`src/rtl/cosim_step_sequencer.sv`:
```
// cosim_step_sequencer
//   Lock-steps one retiring hart against the reference model. Retirement
//   records are queued in a small FIFO. For each record the block requests one
//   model step, compares the model PC, then scans the model's register-write
//   commit log against the record's integer-register write. It reports one
//   result per instruction and halts on the first divergence.
// Ports
//   clk_i, rst_ni          clock, asynchronous active-low reset
//   retire_*               DUT retirement record (valid/ready handshake)
//   step_req_o/step_ack_i  model step handshake
//   model_pc_i             PC the model just stepped
//   model_reg_*            commit-log read port (idx out, entry fields in)
//   result_*               per-instruction result pulse, code and DUT PC
//   halted_o               sticky divergence flag
//   checked_count_o        number of matching instructions
module cosim_step_sequencer #(
  parameter int unsigned FifoDepth        = 4,
  parameter int unsigned CommitLogEntries = 16,
  parameter int unsigned XregW            = 64
) (
  input  logic                                clk_i,
  input  logic                                rst_ni,
  input  logic                                retire_valid_i,
  output logic                                retire_ready_o,
  input  logic [XregW-1:0]                    retire_pc_i,
  input  logic                                retire_rd_we_i,
  input  logic [4:0]                          retire_rd_i,
  input  logic [XregW-1:0]                    retire_rd_wdata_i,
  output logic                                step_req_o,
  input  logic                                step_ack_i,
  input  logic [XregW-1:0]                    model_pc_i,
  input  logic [4:0]                          model_reg_cnt_i,
  output logic [$clog2(CommitLogEntries)-1:0] model_reg_idx_o,
  input  logic [3:0]                          model_reg_type_i,
  input  logic [11:0]                         model_reg_id_i,
  input  logic [XregW-1:0]                    model_reg_value_i,
  output logic                                result_valid_o,
  output logic [1:0]                          result_code_o,
  output logic [XregW-1:0]                    result_pc_o,
  output logic                                halted_o,
  output logic [31:0]                         checked_count_o
);

  localparam int unsigned AddrW = $clog2(FifoDepth);
  localparam int unsigned IdxW  = $clog2(CommitLogEntries);
  localparam int unsigned CntW  = $clog2(CommitLogEntries + 1);

  typedef enum logic [2:0] {IDLE, STEP, CHECK_PC, SCAN, REPORT, HALT} state_e;

  typedef struct packed {
    logic [XregW-1:0] pc;
    logic             rd_we;
    logic [4:0]       rd;
    logic [XregW-1:0] wdata;
  } rec_t;

  state_e           state_q, state_d;
  rec_t             mem_q [FifoDepth];
  rec_t             head;
  logic [AddrW:0]   wr_ptr_q, wr_ptr_d, rd_ptr_q, rd_ptr_d;
  logic             full, empty, push, pop;
  logic [CntW-1:0]  cnt_q, cnt_d, cnt_clamp;
  logic [IdxW-1:0]  idx_q, idx_d;
  logic             found_q, found_d, extra_q, extra_d;
  logic [XregW-1:0] value_q, value_d;
  logic [1:0]       code_q, code_d;
  logic             halted_q, halted_d;
  logic [31:0]      checked_q, checked_d;
  logic             eff_we, is_xreg, hit, extra_ent;

  // FIFO bookkeeping: pointers carry one wrap bit to tell full from empty.
  assign empty = (wr_ptr_q == rd_ptr_q);
  assign full  = (wr_ptr_q[AddrW] != rd_ptr_q[AddrW]) &&
                 (wr_ptr_q[AddrW-1:0] == rd_ptr_q[AddrW-1:0]);
  assign head  = mem_q[rd_ptr_q[AddrW-1:0]];

  assign retire_ready_o = !full && !halted_q;
  assign push           = retire_valid_i && retire_ready_o;

  assign wr_ptr_d = push ? wr_ptr_q + (AddrW+1)'(1) : wr_ptr_q;
  assign rd_ptr_d = pop  ? rd_ptr_q + (AddrW+1)'(1) : rd_ptr_q;

  always_ff @(posedge clk_i) begin
    if (push) begin
      mem_q[wr_ptr_q[AddrW-1:0]] <= '{pc: retire_pc_i, rd_we: retire_rd_we_i,
                                      rd: retire_rd_i, wdata: retire_rd_wdata_i};
    end
  end

  // x0 writes are architecturally invisible, on both sides of the compare.
  assign eff_we    = head.rd_we && (head.rd != 5'd0);
  assign is_xreg   = (model_reg_type_i == 4'd0) && (model_reg_id_i != 12'd0);
  assign hit       = is_xreg && (model_reg_id_i == {7'd0, head.rd});
  assign extra_ent = is_xreg && (!head.rd_we || (model_reg_id_i != {7'd0, head.rd}));

  always_comb begin
    state_d        = state_q;
    cnt_d          = cnt_q;
    idx_d          = idx_q;
    found_d        = found_q;
    extra_d        = extra_q;
    value_d        = value_q;
    code_d         = code_q;
    halted_d       = halted_q;
    checked_d      = checked_q;
    pop            = 1'b0;
    step_req_o     = 1'b0;
    result_valid_o = 1'b0;
    cnt_clamp      = (32'(model_reg_cnt_i) > CommitLogEntries) ?
                     CntW'(CommitLogEntries) : CntW'(model_reg_cnt_i);

    case (state_q)
      IDLE: begin
        if (!empty) state_d = STEP;
      end
      STEP: begin
        step_req_o = 1'b1;
        if (step_ack_i) state_d = CHECK_PC;
      end
      CHECK_PC: begin
        cnt_d   = cnt_clamp;
        idx_d   = '0;
        found_d = 1'b0;
        extra_d = 1'b0;
        value_d = '0;
        if (model_pc_i != head.pc) begin
          code_d  = 2'b01;
          state_d = REPORT;
        end else if (cnt_clamp == '0) begin
          code_d  = eff_we ? 2'b10 : 2'b00;
          state_d = REPORT;
        end else begin
          state_d = SCAN;
        end
      end
      SCAN: begin
        if (hit) begin
          found_d = 1'b1;
          value_d = model_reg_value_i;
        end
        if (extra_ent) extra_d = 1'b1;
        // The final entry's hit/extra must feed the verdict, so the code is
        // formed from the _d values in the same cycle.
        if (CntW'(idx_q) + CntW'(1) == cnt_q) begin
          idx_d   = '0;
          state_d = REPORT;
          if (extra_d || (found_d != eff_we))             code_d = 2'b10;
          else if (found_d && (value_d != head.wdata))    code_d = 2'b11;
          else                                            code_d = 2'b00;
        end else begin
          idx_d = idx_q + IdxW'(1);
        end
      end
      REPORT: begin
        result_valid_o = 1'b1;
        pop            = 1'b1;
        if (code_q == 2'b00) begin
          checked_d = checked_q + 32'd1;
          state_d   = IDLE;
        end else begin
          halted_d = 1'b1;
          state_d  = HALT;
        end
      end
      HALT: begin
      end
      default: state_d = IDLE;
    endcase
  end

  always_ff @(posedge clk_i or negedge rst_ni) begin
    if (!rst_ni) begin
      state_q   <= IDLE;
      wr_ptr_q  <= '0;
      rd_ptr_q  <= '0;
      cnt_q     <= '0;
      idx_q     <= '0;
      found_q   <= 1'b0;
      extra_q   <= 1'b0;
      value_q   <= '0;
      code_q    <= 2'b00;
      halted_q  <= 1'b0;
      checked_q <= '0;
    end else begin
      state_q   <= state_d;
      wr_ptr_q  <= wr_ptr_d;
      rd_ptr_q  <= rd_ptr_d;
      cnt_q     <= cnt_d;
      idx_q     <= idx_d;
      found_q   <= found_d;
      extra_q   <= extra_d;
      value_q   <= value_d;
      code_q    <= code_d;
      halted_q  <= halted_d;
      checked_q <= checked_d;
    end
  end

  assign model_reg_idx_o = idx_q;
  assign result_code_o   = code_q;
  assign result_pc_o     = result_valid_o ? head.pc : '0;
  assign halted_o        = halted_q;
  assign checked_count_o = checked_q;

endmodule

```
`config.mk`:
```
export PLATFORM = sky130hd
export DESIGN_NAME = cosim_step_sequencer
export DESIGN_NICKNAME = d
export VERILOG_FILES = /design/src/rtl/cosim_step_sequencer.sv
export SDC_FILE = /design/constraint.sdc
export NUM_CORES = 1
export LEC_CHECK = 0
export CELL_PAD_IN_SITES_DETAIL_PLACEMENT = 0
export CELL_PAD_IN_SITES_GLOBAL_PLACEMENT = 2
export CORE_UTILIZATION = 35
export CTS_CLUSTER_DIAMETER = 30
export DETAILED_ROUTE_END_ITERATION = 8
export GPL_ROUTABILITY_DRIVEN = 0
export GPL_TIMING_DRIVEN = 0
export PLACE_DENSITY = 0.83
export SLEW_MARGIN = 40
export SYNTH_ARGS = -nofsm -noshare
export SYNTH_HDL_FRONTEND = slang
export SYNTH_SLANG_ARGS = --single-unit
```
`constraint.sdc`:
```
create_clock -name clk_i -period 7 [get_ports clk_i]
set_input_delay 0.7 -clock clk_i [delete_from_list [all_inputs] [get_ports clk_i]]
set_output_delay 0.7 -clock clk_i [all_outputs]
set_load 0.01 [all_outputs]
```
-- Yosys cells after proc, flatten, opt, wreduce, memory -nomap -nowiden
Memories as Yosys holds them, arrays and structs flattened.
Index checks and enable logic that the tools add are counted.
- register bits: 119
- bits in writable memories: 536
- input port bits: 287
- output and inout port bits: 106
- word-level logic and storage cells: 93
- memories: 1
- memories (memory ; depth ; width ; rd ports ; clocked after memory_dff ; write ports ; line ; source):
    mem_q ; 4 ; 134 ; 1 ; 0 ; 1 ; 58 ; rec_t mem_q [FifoDepth];
- add/subtract/negate cells: 5
- magnitude comparators: 1
- eq/ne operators: 18
- muxes and demuxes: 31
- bitwise logic cells: 2
- reductions and logical operators: 24
- operators by type and width (kind ; number):
    64-bit two-way mux ; 3
    64-bit inequality test ; 2
    64-bit one-hot mux with 2 select lines ; 1
    32-bit by 1-bit adder with 32-bit output (second input constant) ; 1
    3-bit two-way mux ; 6
    3-bit one-hot mux with 6 select lines ; 1
    12-bit by 5-bit equality test with 1-bit output ; 1
    2-bit two-way mux ; 6
    12-bit by 5-bit inequality test with 1-bit output ; 1
    12-bit nonzero test ; 1
    1-bit logical AND ; 8
    1-bit two-way mux ; 8
    4-bit one-hot mux with 2 select lines ; 1
    3-bit by 1-bit adder with 3-bit output (second input constant) ; 2
    3-bit by 2-bit equality test with 1-bit output (second input constant) ; 2
    3-bit equality test (second input constant) ; 2
    2-bit inequality test (second input constant) ; 3
    4-bit by 1-bit adder with 5-bit output (second input constant) ; 1
    5-bit equality test ; 1
    5-bit greater-than comparator (second input constant) ; 1
    5-bit logical NOT ; 1
    5-bit two-way mux ; 1
    5-bit nonzero test ; 1
    4-bit by 1-bit adder with 4-bit output (second input constant) ; 1
    other kinds (18) ; 25

-- Logic depth before layout (Yosys ltp)
- word-level depth: 11
- mapped depth: 14

-- Worst setup path after synthesis
OpenSTA, ideal clock, no wires.
- kind: register to register
- start point: reg rd_ptr_q[0]
- end point: mem mem_q[3][0] (netlist name) (enable)
- library setup time: 0.512 ns
- arrival time: 5.552 ns
- setup slack: 0.936 ns
- cell stages (with the launch flop): 11
- path buffers: 6
- period minus slack after synthesis: 6.064 ns
- path through: dfrtp_1 buf_6 buf_2 buf_2 buf_2 buf_2 buf_2 xor2_1 nor2_1 a21oi_1 and3_1
- longest elaborated chain between the ends: 7
- RTL lines (what ; line ; source):
    start, declared ; 60 ; logic [AddrW:0] wr_ptr_q, wr_ptr_d, rd_ptr_q, rd_ptr_d;
    start signal, assigned ; 187 ; rd_ptr_q <= rd_ptr_d;
    2-bit equality test ; 74 ; (wr_ptr_q[AddrW-1:0] == rd_ptr_q[AddrW-1:0]);
    1-bit logical AND ; 73 ; assign full = (wr_ptr_q[AddrW] != rd_ptr_q[AddrW]) &&
    1-bit logical NOT ; 77 ; assign retire_ready_o = !full && !halted_q;
    1-bit logical AND ; 77 ;
    named net retire_ready_o ; 24 ; output logic retire_ready_o,
    1-bit logical AND ; 78 ; assign push = retire_valid_i && retire_ready_o;
    1-bit two-way mux ; 84 ; if (push) begin
    1-bit two-way mux (implied by the code) ; 85 ; mem_q[wr_ptr_q[AddrW-1:0]] <= '{pc: retire_pc_i, rd_we: retire_rd_we_i,
    end, declared ; 58 ;
The timed path passes the listed nets, and every way through them passes these cells.

-- Worst setup path in the final report
- start point: reg rd_ptr_q[0]
- end point: out retire_ready_o
- longest elaborated chain between the ends: 4
- RTL lines (what ; line):
    2-bit equality test ; 74
    1-bit logical AND ; 73
    1-bit logical NOT ; 77
    1-bit logical AND ; 77
    end, declared ; 24
Every way passes these cells.

==> summary.md <==
| Metric | Value |
|---|---|
| Outcome | finished clean |
| Post-route ant nets | 0 |
| Multi-input logic area | 0.00825 mm2 |
| # DRC | 0 |
| Area of the die | 0.0806 mm2 |
| Die Y-Extent | approximately 280 um |
| # clock sinks | 655 |
| Routed WL per cell | 24.8 um |
| CP Class | reg2out |
| Synth unique cells | 63 |
| Post-layout min period | 5.23 ns |
| CTS Buf Count | 144 |
| Synthesized Nets | 1974 |
| Grt ovf | 0 |
| Power Dens Cells | 400 mW/mm2 |
| Fin crit share | about three quarters |
| Global-route usage over all layers | roughly a fifth |
| Max-slew headroom | 38.3% |
| Crit-path max FO | 10 |
| Post-synth EDFFs | 536 |
| Worst min path class | reg2reg |
| Detailed-route vias per instance | 5.19 |
| CP startpoint kind | flop |
| Final worst setup slack | roughly 1.8 ns |
| H-tree depth | 4 |
| Final setup violation count | 0 |
| Slew Limit Fails | 0 |
| Syn avg cell area | 16.5 um2 |
| CP arrival | 4.53 ns |
| Initial Utilization | 35.7% |
| Leak pwr | 13.3 nW |
| CTS tree | yes |
| Cells after synthesis | 1680 |
| Async SR Flop Fraction | a little under a fifth |
| Critical R2R Launch | rd_ptr_q[1] |
| Worst-case reg-to-reg path depth | 12 |
| DR vias | between 15000 and 20000 |
| Port bufs | between 300 and 400 |
| CTS clk-pin slew, worst paths | about 0.040 ns |
| Initial antenna violation count | 19 |
| DRT iter0 DRCs | 1285 |
| Post-CTS setup buffer count | 0 |
| Skew final | 0.0408 ns |
| Most frequent cells in the layout | edfxtp_1, clkdlybuf4s50_1, clkbuf_16 |
| Register area share after synthesis | 68.6% |
| Placed cell areas | between 0.03 and 0.04 mm2 |
| Number of synthesized register bits | 655 |
| Worst VDD drop | 0.000219 V |
| Final Power | 15.3 mW |
| Hold_sp | checked_count_o[31] |
| Syn. warnings | 0 |
| Root buf cell | clkbuf_16 |
| Worst setup EP type | output pin |
| Layout Nets | 2530 |
| Pre-CTS WS | 1.75 ns |
| DP HPWL | approximately 60000 um |
| Worst-Skew Late Latency | about 0.72 ns |
| Commonest non-fill, non-tap cell in the layout | edfxtp_1 |
| Mapped cell area | between 0.02 and 0.03 mm2 |
| Number of fill cells | 6524 |
| # hold bufs at CTS | 1 |
| R2R Setup Slk | ~1.9 ns |
| Post-Layout Inst Area | 0.0383 mm2 |
| Final TNS setup | 0 ns |
| Clock buffer depth | 3 |
| Vias in the first global route | 18700 |
| Synth Flop Type | edfxtp_1 |
| Ports | slightly below 400 |
| Largest net degree at the start of global routing | 63 |
| Share of layout cells above drive strength 1 | a little under a fifth |
| Hold path cells | 1 |
| Critical path required time | 6.30 ns |
| Fmax | about 0.19 GHz |
| # Max-Cap Violations | 0 |
| Reg area | 0.0191 mm2 |
| Die W | 284 um |
| First-pass GRT wire length | 124000 um |
| WHS | 0.477 ns |
| Initial DRT Pass Iterations | 5 |
| Hold EP | checked_count_o[31] |
| DRT Wirelength | 84300 um |
| # rows | 102 |
| Fin. Hold Viols | 0 |
| Post-CTS sizing | 0 |
| Reg-to-Reg End | result_code_o[1] |
| RSZ-0062 raised after global routing | false |
| Core box area | between 0.07 and 0.08 mm2 |
| Worst slew pin tran | 0.916 ns |
| Synth-to-Final Area Change | 37.8% |
cell usage after synthesis, types with 5 or more instances:
cell / n / area [um2]
xnor2_1: 125 / 1090
nand3_1: 24 / 120
nand2b_1: 18 / 113
edfxtp_1: 536 / 16100
nor2_1: 25 / 93.8
and3_1: 11 / 68.8
o22ai_1: 26 / 163
dfrtp_1: 119 / 2980
a22oi_1: 65 / 488
buf_1: 15 / 56.3
clkbuf_1: 35 / 131
inv_1: 37 / 139
nand4_1: 24 / 150
nor2b_1: 14 / 87.6
buf_2: 20 / 100
a21oi_1: 13 / 65.1
mux4_2: 125 / 2820
ha_1: 7 / 87.6
and2_1: 67 / 419
o21ai_0: 84 / 420
or4_1: 7 / 52.6
xor2_1: 21 / 184
mux2i_1: 63 / 631
nand2_1: 94 / 353
nor3_1: 13 / 65.1
nor4_1: 15 / 93.8
a22o_1: 5 / 43.8
mux2_2: 20 / 225
power breakdown:
group          switching [mW]  leakage (nW)  internal [mW]
clock                    2.26          2.33           4.25
combinational            2.21          4.79           1.85
sequential              0.221          6.22           4.52
total                    4.69          13.3           10.6
cells by family (layout without fill, tap and decap cells):
kind of cell,after synthesis,count (layout),synth area share [%]
other cells,0,3,0
simple gates,321,321,6.09
fa+ha+maj,7,7,0.315
xor+xnor,146,146,4.60
compound gates,228,228,5.33
flops,655,655,68.6
buf+inv,114,789,1.82
mux,209,209,13.2
routing by layer:
layer  vias up  track usage [%]  part of all wire (%)
li1       7752                -                     -
met1      8979             26.2                    40
met2       737             34.8                    49
met3       147             6.62                   8.1
met4        32             7.57                   2.7
met5         -                0                  0.26
registers in the layout, indices dropped and copies added (netlist names), 3 cells and up:
signal and cells:
mem_q 536, value_q 64, checked_count_o 32, cnt_q 5, model_reg_idx_o 4, rd_ptr_q 3, state_q 3, wr_ptr_q 3
worst max path at each step:
stage / end / start / slack [ns]
floorplan: mem_q[3][0] / rd_ptr_q[0] / 0.94
global placement: mem_q[3][122] / rd_ptr_q[1] / -3.05
detailed placement: result_code_o[1] / model_reg_id_i[9] / 1.75
CTS: retire_ready_o / rd_ptr_q[0] / 1.54
global route: retire_ready_o / rd_ptr_q[0] / 1.40
finish: retire_ready_o / rd_ptr_q[0] / 1.77
critical path, cell delays in order (launching register included):
cell and delay [ns]:
dfrtp_1 0.36, buf_6 0.19, buf_2 0.36, buf_2 0.44, buf_2 0.45, buf_2 0.48, buf_2 0.33, xor2_1 0.16
nor2_1 0.07, a21oi_1 0.33, clkdlybuf4s50_1 0.64
through the flow:
step / util (%) / std cells
2_1_floorplan: - / 1680
3_3_place_gp: 42.4 / 3112
3_5_place_dp: 42.9 / 3129
4_1_cts: 49.1 / 3395
5_1_grt: 49.1 / 3397
6_report: 49.1 / 3398
area by class of cell:
cell class	instances	area share (%)
diodes	3	0.0196
flip-flops and latches	655	49.8
clock buffers	167	9.98
inverters	37	0.363
well taps	1040	3.40
repair buffers	410	11.2
multi-input cells	911	21.5
clock inverters	98	2.71
plain buffers	77	0.996
Note: power is estimated with default switching activity, not from simulation.
